--- src/rtl/data_bus_arbiter.sv ---
// rtl/data_bus_arbiter.sv - round-robin owner arbiter and mux for the shared data bus
module data_bus_arbiter #(
    parameter int DATA_WIDTH = 16,
    parameter int NUM_REQ    = 4,
    parameter int MAX_HOLD   = 8,
    localparam int OWNER_W   = (NUM_REQ > 1) ? $clog2(NUM_REQ) : 1,
    localparam int HOLD_W    = $clog2(MAX_HOLD + 1)
) (
    input  logic                          i_clk,
    input  logic                          i_reset,
    input  logic [NUM_REQ-1:0]            i_req,
    input  logic [NUM_REQ-1:0]            i_release,
    input  logic [NUM_REQ*DATA_WIDTH-1:0] i_drive_data,
    output logic [NUM_REQ-1:0]            o_grant,
    output logic [OWNER_W-1:0]            o_owner,
    output logic [DATA_WIDTH-1:0]         o_bus_data,
    output logic                          o_bus_valid,
    output logic                          o_timeout
);

    typedef enum logic [1:0] {
        ST_IDLE       = 2'd0,
        ST_OWNED      = 2'd1,
        ST_TURNAROUND = 2'd2
    } state_t;

    state_t              r_state;
    logic [NUM_REQ-1:0]  r_grant;
    logic [OWNER_W-1:0]  r_owner;
    logic [OWNER_W-1:0]  r_last_owner;
    logic [HOLD_W-1:0]   r_hold;
    logic                r_timeout;

    logic                w_found;
    logic [OWNER_W-1:0]  w_winner;
    logic [NUM_REQ-1:0]  w_winner_onehot;
    logic                w_own_release;
    logic                w_own_req;
    logic                w_others_pending;
    logic [HOLD_W-1:0]   w_hold_inc;
    logic                w_forced;
    logic [DATA_WIDTH-1:0] w_bus_data;

    // Round-robin search starting just after the last owner, wrapping around
    always_comb begin
        w_found  = 1'b0;
        w_winner = '0;
        for (int k = 1; k <= NUM_REQ; k++) begin
            if (!w_found && i_req[(int'(r_last_owner) + k) % NUM_REQ]) begin
                w_found  = 1'b1;
                w_winner = OWNER_W'((int'(r_last_owner) + k) % NUM_REQ);
            end
        end
    end

    assign w_winner_onehot = NUM_REQ'(1) << w_winner;

    // Only the current owner's release/req matter; anyone else requesting counts as pending
    assign w_own_release    = |(i_release & r_grant);
    assign w_own_req        = |(i_req & r_grant);
    assign w_others_pending = |(i_req & ~r_grant);

    // Saturating hold count; the edge that would reach MAX_HOLD ends a contested ownership
    assign w_hold_inc = (r_hold == HOLD_W'(MAX_HOLD)) ? r_hold : r_hold + HOLD_W'(1);
    assign w_forced   = (w_hold_inc == HOLD_W'(MAX_HOLD)) && w_others_pending;

    // Ownership FSM with registered grant, owner and timeout pulse
    always_ff @(posedge i_clk or posedge i_reset) begin
        if (i_reset) begin
            r_state      <= ST_IDLE;
            r_grant      <= '0;
            r_owner      <= '0;
            r_last_owner <= OWNER_W'(NUM_REQ - 1);
            r_hold       <= '0;
            r_timeout    <= 1'b0;
        end else begin
            r_timeout <= 1'b0;
            case (r_state)
                ST_IDLE: begin
                    if (w_found) begin
                        r_grant      <= w_winner_onehot;
                        r_owner      <= w_winner;
                        r_last_owner <= w_winner;
                        r_hold       <= '0;
                        r_state      <= ST_OWNED;
                    end
                end
                ST_OWNED: begin
                    if (w_own_release || !w_own_req) begin
                        // Voluntary handover takes precedence over a coincident timeout
                        r_grant <= '0;
                        r_state <= ST_TURNAROUND;
                    end else if (w_forced) begin
                        r_grant   <= '0;
                        r_timeout <= 1'b1;
                        r_state   <= ST_TURNAROUND;
                    end else begin
                        r_hold <= w_hold_inc;
                    end
                end
                ST_TURNAROUND: begin
                    if (w_found) begin
                        r_grant      <= w_winner_onehot;
                        r_owner      <= w_winner;
                        r_last_owner <= w_winner;
                        r_hold       <= '0;
                        r_state      <= ST_OWNED;
                    end else begin
                        r_state <= ST_IDLE;
                    end
                end
                default: begin
                    r_grant <= '0;
                    r_state <= ST_IDLE;
                end
            endcase
        end
    end

    // Single-source bus mux selected by the registered one-hot grant; zero when idle
    always_comb begin
        w_bus_data = '0;
        for (int i = 0; i < NUM_REQ; i++) begin
            if (r_grant[i]) begin
                w_bus_data = i_drive_data[i*DATA_WIDTH +: DATA_WIDTH];
            end
        end
    end

    assign o_grant     = r_grant;
    assign o_owner     = r_owner;
    assign o_bus_data  = w_bus_data;
    assign o_bus_valid = |r_grant;
    assign o_timeout   = r_timeout;

endmodule

--- config.mk ---
export PLATFORM = sky130hd
export DESIGN_NAME = data_bus_arbiter
export DESIGN_NICKNAME = d
export VERILOG_FILES = /design/src/rtl/data_bus_arbiter.sv
export SDC_FILE = /design/constraint.sdc
export NUM_CORES = 1
export LEC_CHECK = 0
export CAP_MARGIN = 20
export CORE_AREA = 5 5 63 51
export CTS_BUF_LIST = sky130_fd_sc_hd__clkbuf_4
export DETAILED_ROUTE_END_ITERATION = 12
export DIE_AREA = 0 0 68 56
export DONT_BUFFER_PORTS = 1
export PLACE_DENSITY = 0.76
export SYNTH_ARGS = -nofsm -noshare
export SYNTH_HDL_FRONTEND = slang
export SYNTH_SLANG_ARGS = --single-unit
--- constraint.sdc ---
create_clock -name i_clk -period 1.7 [get_ports i_clk]
set_input_delay 0.34 -clock i_clk [delete_from_list [all_inputs] [get_ports i_clk]]
set_output_delay 0.34 -clock i_clk [all_outputs]
set_load 0.03 [all_outputs]
==> results by stage, run 1 <==
Timing:
- The final max-slew violation count is 0.
- The total setup violations reported at the end of the flow is 28.
- The worst-margin pin slew is ~0.60 ns.
- The routed design could run at a clock period as short as 2.12 ns.
- Setup repair after global routing could not meet its margin everywhere.
- Setup slack on the critical path of the routed design comes to -0.423 ns.
- The remaining max-slew budget at the tightest pin is 59.9%.
- The fmax is 471 MHz.
- Clock skew on the completed layout was measured at 0.00150 ns.
- The hold violation count in the final report is 1.
- The hold slack is -0.00160 ns.
- The share of the cycle needed by the critical path after routing is 125%.

Synthesis:
- The largest family of logic cells by synthesized area is compound AO/OA/AOI/OAI gates.
- In the synthesized netlist, the number of instances is 190.
- After Yosys synthesis, full adders, half adders and majority gates account for under 10% of the synthesized area.
- The portion of synthesized area spent on multiplexers is 2.89%.
- In the synthesized netlist the dominant register cell turns out to be sky130_fd_sc_hd__dfrtp_1.
- The count of distinct cell types in the synthesized netlist is 41.
- The proportion of synthesized flip-flops having asynchronous set or reset is 100%.
- The netlist area before placement is between 1000 and 1500 sq um.
- The number of synthesis warnings is 0.
- Summing the areas of all and, or, nand and nor instances in the mapped netlist gives 27.8% of the synthesized area.
- Sequential elements use around a quarter of the synthesized area.
- The fraction of synthesized cell area in xor and xnor cells is 1.23%.
- The most repeated cell in the gate-level netlist after synthesis is sky130_fd_sc_hd__nor2_1.
- The total nets after synthesis is 266.
- The number of synthesized flops with an enable pin is 0.
- The top cell type by area accounts for 22.8% of the synthesized area.
- Sorting the synthesized cells by area gives the leading types as sky130_fd_sc_hd__dfrtp_1, sky130_fd_sc_hd__a22oi_1, sky130_fd_sc_hd__a21oi_1, sky130_fd_sc_hd__nor2_1, sky130_fd_sc_hd__o21ai_0.
- The flip-flop and latch count after synthesis is 15.
- Sorting the synthesized cells by how often they occur yields sky130_fd_sc_hd__nor2_1, sky130_fd_sc_hd__a21oi_1, sky130_fd_sc_hd__nand2_1.
- The average cell area after synthesis is between 7 and 8 sq um.
- The area fraction in compound gates after synthesis is 33.5%.
- The cell accounting for the most synthesized area is sky130_fd_sc_hd__dfrtp_1.

CTS:
- The number of clock sinks is 15.
- In this run the number of H-tree levels came out at 1.
- TritonCTS built the clock tree.
- The number of buffers created by CTS is 3.
- The clock reaches the later pin of the worst-skew pair after ~0.28 ns.
- The clock root buffer master is sky130_fd_sc_hd__clkbuf_4.
- Clock-pin slew was measured on the worst setup and hold paths at 0.09 ns.
- The longest clock path from root to sink contains 2 buffers.

Final layout:
- The repair_antennas step left the layout with diodes totalling 0.
- The net count reported at finish is 310.
- The share of cells above drive strength 1 is between 50% and 60%.
- Cells fill 88.4% of the core in the end.
- Relative to the synthesized area, the layout overhead comes to 55.0%.
- The finished layout cell area is 2210 sq um.

Detailed routing:
- The count of antenna-violating nets left after detailed routing is 0.
- The number of DRC violations after detailed routing is 0.
- The number of iterations in the first detailed-routing pass is 4.
- The detailed router finished its first iteration with 148 violations.
- The routed wire length per instance is 23.8 um.
- The overall routed net length is about 6.4 mm.
- The detailed-route vias per instance is 6.75.
- The number of vias in the routed layout is 1817.

Global route:
- Entering global routing, the biggest net connects 30 pins.
- The initial antenna violation count came to 0.
- The aggregate global-route resource usage is between 20% and 30%.
- The leftover overflow at the end of global routing is 0.
- The via count of the first global-routing pass is 1714.
- The first-pass GRT wire length is 8.15 mm.

Die:
- The total die area is 3810 sq um.
- The effective utilization at floorplan is 57.0%.
- The I/O pin total is 98.
- The area inside the core boundary is 2500 sq um.
- The die is approximately 56 um tall.
- The cell row count is 16.
- The x dimension of the die is 68 um.

Worst setup path:
- Along the worst path, the maximum fanout reaches 5.
- STA classifies the critical path startpoint as a flip-flop.
- The required time at the endpoint of the critical path is about 1.9 ns.
- The arrival time at the worst endpoint is roughly 2.3 ns.
- STA classifies the critical path endpoint as a flip-flop.
- The type of the worst setup path is flip-flop to flip-flop.

Power and ir drop:
- The maximum vdd ir drop is 1620 uV.
- For this design the static power due to leakage is between 0.9 and 1 nW.
- Power spread over the standard cell area amounts to 2120 nW/um^2.

Status:
- The checks that failed: hold timing, setup timing.
- The flow ran to the end, but the final reports show violations.

Placed design:
- The detailed placer's ending HPWL is approximately 3.7 mm.
- The area after detailed placement is between 1500 and 2000 sq um.
- The quantity of I/O buffers inserted on ports is 0.
- The final weighted congestion in routability-driven placement is 0.908.

Job:
- The tool flagged a number of max-cap violations equal to 0.

Min path:
- The class of the tightest hold or removal check is input port to async pin.
## routing by layer
metal | vias to the layer above | routed length [um] | GRT usage [%]
met2 | 145 | 3260 | 50.8
met5 | - | 0 | 0
met3 | 38 | 692 | 7.07
met1 | 862 | 2160 | 30.8
met4 | 0 | 293 | 5.67
li1 | 772 | - | -
## critical path, stage by stage (launching register included)
cell                       delay [ns]
sky130_fd_sc_hd__dfrtp_2         0.47
sky130_fd_sc_hd__buf_6           0.14
sky130_fd_sc_hd__buf_6           0.11
sky130_fd_sc_hd__buf_4           0.13
sky130_fd_sc_hd__a22oi_2         0.23
sky130_fd_sc_hd__a211oi_2        0.13
sky130_fd_sc_hd__nand2b_1        0.18
sky130_fd_sc_hd__nor2b_4         0.08
sky130_fd_sc_hd__buf_6           0.12
sky130_fd_sc_hd__buf_6           0.11
sky130_fd_sc_hd__a221o_1         0.31
## cell type report
cell class              instances  area (sq um)
well taps                      36          45.0
clock buffers                   4          30.0
repair buffers                 53           512
inverters                       4          15.0
fillers                       117           292
flip-flops and latches         15           383
multi-input cells             157          1230
## registers in the layout, indices dropped and copies added, names as in the netlist
name	count
o_grant	4
o_owner	2
o_timeout	1
r_hold	4
r_last_owner	2
r_state	2
## per-stage QoR
stage                     total power [mW]  TNS, ns  setup WS (ns)  cells
after floorplan                       2.68   -0.497        -0.0584    190
after global placement                3.40        0        0.00634    251
after detailed placement              3.52   -0.364        -0.0924    251
after CTS                             4.21    -4.25         -0.237    263
after global routing                  4.87    -8.98         -0.464    269
final                                 4.70    -7.42         -0.423    269
## path summary, 6_finish.rpt
path / cells after the start / end / slack [ns] / from
max reg2reg: 10 / o_grant[1]$_DFFE_PP0P_ / -0.42 / o_grant[1]$_DFFE_PP0P_
max: 10 / o_grant[1]$_DFFE_PP0P_ / -0.42 / o_grant[1]$_DFFE_PP0P_
min reg2reg: 2 / r_last_owner[0]$_DFFE_PP1P_ / 0.54 / r_last_owner[0]$_DFFE_PP1P_
max in group asynchronous: 1 / o_grant[1]$_DFFE_PP0P_ / 1.28 / i_reset
min: 1 / o_owner[0]$_DFFE_PP0P_ / -0.002 / i_reset
min in group i_clk: 2 / r_last_owner[0]$_DFFE_PP1P_ / 0.54 / r_last_owner[0]$_DFFE_PP1P_
## timing repair
| action | 4_1_cts | 5_1_grt |
|---|---|---|
| cloned | 0 | 0 |
| endpoints found under the hold margin | 0 | 0 |
| hold buffers | 0 | 0 |
| buffers inserted | 8 | 6 |
| pin swaps | 4 | 11 |
| endpoints found under the setup margin | 23 | 28 |
| resized for setup | 33 | 28 |
## report_power, final
group	total, mW	switching, mW	leakage (nW)	internal [mW]
logic	3.75	2.10	0.737	1.65
registers	0.722	0.222	0.186	0.499
clock network	0.223	0.116	0.0184	0.107
total	4.70	2.44	0.941	2.26
## cells by family (layout without fill, tap and decap cells)
logic type,after synthesis,count (layout)
flops,15,15
mux,4,4
fa+ha+maj,2,2
simple gates,77,77
compound gates,72,72
xor+xnor,2,2
buf+inv,18,61
## placed cells by master (no fill, tap or decap), types with 2 or more instances in the layout
cell type	instances
sky130_fd_sc_hd__nand2b_4	3
sky130_fd_sc_hd__nor3_1	2
sky130_fd_sc_hd__inv_1	3
sky130_fd_sc_hd__a221o_1	2
sky130_fd_sc_hd__nand3_1	2
sky130_fd_sc_hd__nor2_2	3
sky130_fd_sc_hd__buf_4	25
sky130_fd_sc_hd__a21oi_1	12
sky130_fd_sc_hd__a21oi_2	9
sky130_fd_sc_hd__a22oi_1	3
sky130_fd_sc_hd__dfrtp_1	9
sky130_fd_sc_hd__o21ai_2	17
sky130_fd_sc_hd__nand2b_1	6
sky130_fd_sc_hd__clkbuf_4	4
sky130_fd_sc_hd__nor2b_4	2
sky130_fd_sc_hd__nor2b_1	7
sky130_fd_sc_hd__nand2_1	20
sky130_fd_sc_hd__dfrtp_2	4
sky130_fd_sc_hd__mux2i_1	3
sky130_fd_sc_hd__a22o_1	2
sky130_fd_sc_hd__dfstp_2	2
sky130_fd_sc_hd__a22oi_2	14
sky130_fd_sc_hd__a21o_1	4
sky130_fd_sc_hd__xor2_1	2
sky130_fd_sc_hd__nor2_1	22
sky130_fd_sc_hd__buf_6	27
No activity file was read; power rests on OpenSTA's default activity.
==> run 2: changes to the inputs <==
Settings changed: ABC_AREA from default to 1, CORE_AREA 5 5 63 51 to 5 5 66 53, DIE_AREA 0 0 68 56 to 0 0 71 58.
==> results by stage, run 2 <==
Timing:
- Across all setup checks in the final design, the least slack found is -0.134 ns.
- The worst-margin pin slew is 0.568 ns.
- Across the routed clock network, the largest skew measured is 0.000671 ns.
- The final max-slew violation count is 0.
- Final hold analysis gives a worst-case slack of -0.00701 ns.
- The share of the cycle needed by the critical path after routing is 108%.
- The remaining max-slew budget at the tightest pin is between 60% and 70%.
- The hold violation count in the final report is 13.
- Counting I/O delays and the setup requirement, the final critical path takes 1.83 ns.
- The total setup violations reported at the end of the flow is 28.
- Setup repair after global routing could not meet its margin everywhere.
- The fmax is around 550 MHz.
- In the final timing run, aggregate negative setup slack is -2.63 ns.

Synthesis:
- The biggest area contributor in the post-synthesis netlist is sky130_fd_sc_hd__dfrtp_1.
- By area the synthesized netlist is led by sky130_fd_sc_hd__dfrtp_1, sky130_fd_sc_hd__nand2_1, sky130_fd_sc_hd__a221oi_1, sky130_fd_sc_hd__o31ai_1, sky130_fd_sc_hd__nand2_4.
- The cell area that synthesis handed to floorplanning was 1570 sq um.
- The total nets after synthesis is 304.
- Yosys instantiated no cell more often than sky130_fd_sc_hd__nand2_1.
- The share of synthesized area in the top cell type comes to 20.7%.
- The flip-flop and latch count after synthesis is 15.
- After technology mapping, the gate count stands at 228.
- Sequential cells were found to cover 24.0% of the synthesized design area.
- The commonest cells after synthesis are sky130_fd_sc_hd__nand2_1, sky130_fd_sc_hd__nor2_1, sky130_fd_sc_hd__a221oi_1, sky130_fd_sc_hd__o31ai_1, sky130_fd_sc_hd__inv_1.
- The average cell area after synthesis is 6.90 sq um.
- The netlist uses 29 different library cells.
- The number of synthesis warnings is 0.
- The most used flip-flop cell after synthesis is sky130_fd_sc_hd__dfrtp_1.
- For this run, asynchronously set or reset flops after synthesis account for 100%.
- Yosys mapped a number of flops with a built-in enable equal to 0.

Die:
- The total die area is 4120 sq um.
- The die is 71 um wide.
- The I/O pin total is 98.
- The effective utilization at floorplan is approximately 56%.
- In this run the standard cell core region covers 2810 sq um.
- In this run the core area contains 17 standard-cell rows.
- The die is 58 um tall.

CTS:
- The longest clock path from root to sink contains 2 buffers.
- Clock tree synthesis found a total of 15 sinks.
- In this run the number of H-tree levels came out at 1.
- The clock transition at the registers of the reported paths is 0.09 ns.
- The number of buffers created by CTS is 3.
- TritonCTS built the clock tree.
- The source-to-sink clock delay at the later pin of the worst-skew pair is 0.28 ns.
- The clock root buffer master is sky130_fd_sc_hd__clkbuf_4.

Detailed routing:
- The pre-antenna-repair detailed-routing pass consisted of 5 iterations.
- Wires add up to 5.65 mm.
- The routed wire length per instance is 19.9 um.
- The detailed-route vias per instance is 6.46.
- The DRC violation total after the first TritonRoute iteration is 125.
- In this run the remaining antenna-violating nets after routing total 0.
- The number of DRC violations after detailed routing is 0.
- The number of vias in the routed layout is 1836.

Power and ir drop:
- Of the total power, combinational logic draws 80.8%.
- Summed over all nets, the switching power comes to ~2.7 mW.
- The net switching fraction of the power is about 58%.
- The clock network accounts for 4.6% of the total power.
- The design draws 4.71 mW.
- Dividing total power by cell area gives a power density of 2090 nW/um^2.
- The cell internal power dissipation is between 1.5 and 2 mW.
- Summed over all cells, the static leakage comes to about 1 nW.
- The worst-case IR drop observed on VDD is 1510 uV.
- Sequential cells account for 14.6% of the total power.

Worst setup path:
- The required time at the endpoint of the critical path is 1.36 ns.
- For flop-to-flop paths, the worst setup slack is -0.11 ns.
- The capturing point of the worst reg2reg path is r_hold[3]$_DFFE_PP0P_.
- The kind of end point of the critical path is an output port.
- The largest fanout on the critical path is 16.
- The worst register-to-register path begins at r_hold[1]$_DFFE_PP0P_.
- The depth of the most critical reg-to-reg path is 11.
- Data arrives at the worst endpoint at 1.49 ns.
- The startpoint kind of the worst setup timing path is a flip-flop.
- The critical path is of the flip-flop to output port type.

Final layout:
- Leaving out fill and tap cells, the most frequent cell in the layout is sky130_fd_sc_hd__nand2_1.
- Summing all multi-input logic gate instances after layout gives approximately 1400 sq um.
- The number of antenna diodes in the final layout is 0.
- Leaving out filler cells and counting taps, the final layout contains between 200 and 300.
- The final design utilization is approximately four fifths.
- The area growth from synthesis to layout is 43.7%.
- The finished layout cell area is 2260 sq um.
- The final layout contains 323 nets.
- Of the cells placed in the final design, the portion with a size suffix greater than 1 is 51.2%.
- In the layout the commonest cells are sky130_fd_sc_hd__nand2_1, sky130_fd_sc_hd__nor2_1, sky130_fd_sc_hd__nand2_2.
- The final-layout fill cell count is ~170.
- The total area of sequential cells is 383 sq um.

Global route:
- The initial antenna violation count is 0.
- The via count of the first global-routing pass was 1638.
- The largest net degree at the start of global routing is 21.
- The first global-routing pass estimated 8.16 mm of wire.
- After global routing the overflow that remains totals 0.
- The aggregate global-route resource usage is around a quarter.

Status:
- The final reports fail on hold timing, setup timing.
- The run finished, with violations left.

Placed design:
- Port buffering added 0 buffers.
- In this run, placement finished with an instance count of around 270.
- The final weighted congestion in routability-driven placement is 0.845.
- Detailed placement finished with a half-perimeter wire length of 4.08 mm.
- The area after detailed placement is 1880 sq um.

Min path:
- The class of the tightest hold or removal check is input port to async pin.

Job:
- Across the run, the number of max-cap violations was 0.
[run 2: worst max-delay path by stage]
stage / startpoint / endpoint / cells after the start
detailed placement: o_grant[1]$_DFFE_PP0P_ / o_bus_data[14] / 3
finish: o_grant[1]$_DFFE_PP0P_ / o_bus_data[14] / 4
global placement: o_grant[1]$_DFFE_PP0P_ / o_bus_data[14] / 3
CTS: o_grant[1]$_DFFE_PP0P_ / o_bus_data[10] / 4
floorplan: o_grant[1]$_DFFE_PP0P_ / o_bus_data[10] / 4
global route: o_grant[1]$_DFFE_PP0P_ / o_bus_data[0] / 5
[run 2: metal layers]
metal	up-vias	wire length [um]	global-route usage, %
li1	827	-	-
met1	878	2140	30.2
met2	111	2890	42.4
met3	20	474	6.76
met4	0	150	5.36
met5	-	0	0
[run 2: timing repair]
item                                    4_1_cts  5_1_grt
pin swaps                                     5       16
buffers inserted                              2       11
endpoints found under the setup margin       24       28
hold buffers                                  0        0
gates cloned                                  0        0
hold endpoints to repair                      0        0
gates resized for setup                      19       35
[run 2: critical path: stages (launching register included)]
cell	delay (ns)
sky130_fd_sc_hd__dfrtp_2	0.44
sky130_fd_sc_hd__nor2_4	0.10
sky130_fd_sc_hd__buf_12	0.17
sky130_fd_sc_hd__a221oi_2	0.09
sky130_fd_sc_hd__o31ai_4	0.40
[run 2: cells by family after synthesis]
kind of cell	share of synthesized area, %
buffers and inverters	10.3
flip-flops	24.0
adder cells (fa/ha/maj)	1.59
AND/OR/NAND/NOR	42.2
XOR/XNOR	0.557
AO/OA/AOI/OAI	21.2
[run 2: cell type report]
cell class,instances,area share (%)
multi-input combinational,178,63.7
sequential,15,16.9
timing repair buffer,26,11.4
inverter,23,4.54
tap,38,2.10
clock buffer,4,1.33
[run 2: power groups by stage]
stage | Clock (mW) | Combinational (mW) | Sequential [mW]
floorplan | 0 | 2.45 | 0.657
global placement | 0 | 2.77 | 0.701
detailed placement | 0 | 2.89 | 0.713
CTS | 0.215 | 3.06 | 0.707
global route | 0.239 | 4.04 | 0.705
finish | 0.219 | 3.81 | 0.688
[run 2: metrics by stage]
step | setup slack [ns] | hold WS, ns
2_1_floorplan | -0.0387 | 0.240
3_3_place_gp | 0.0354 | 0.300
3_5_place_dp | -0.0555 | 0.315
4_1_cts | -0.134 | 0.0134
5_1_grt | -0.218 | 0.0251
6_report | -0.134 | -0.00701
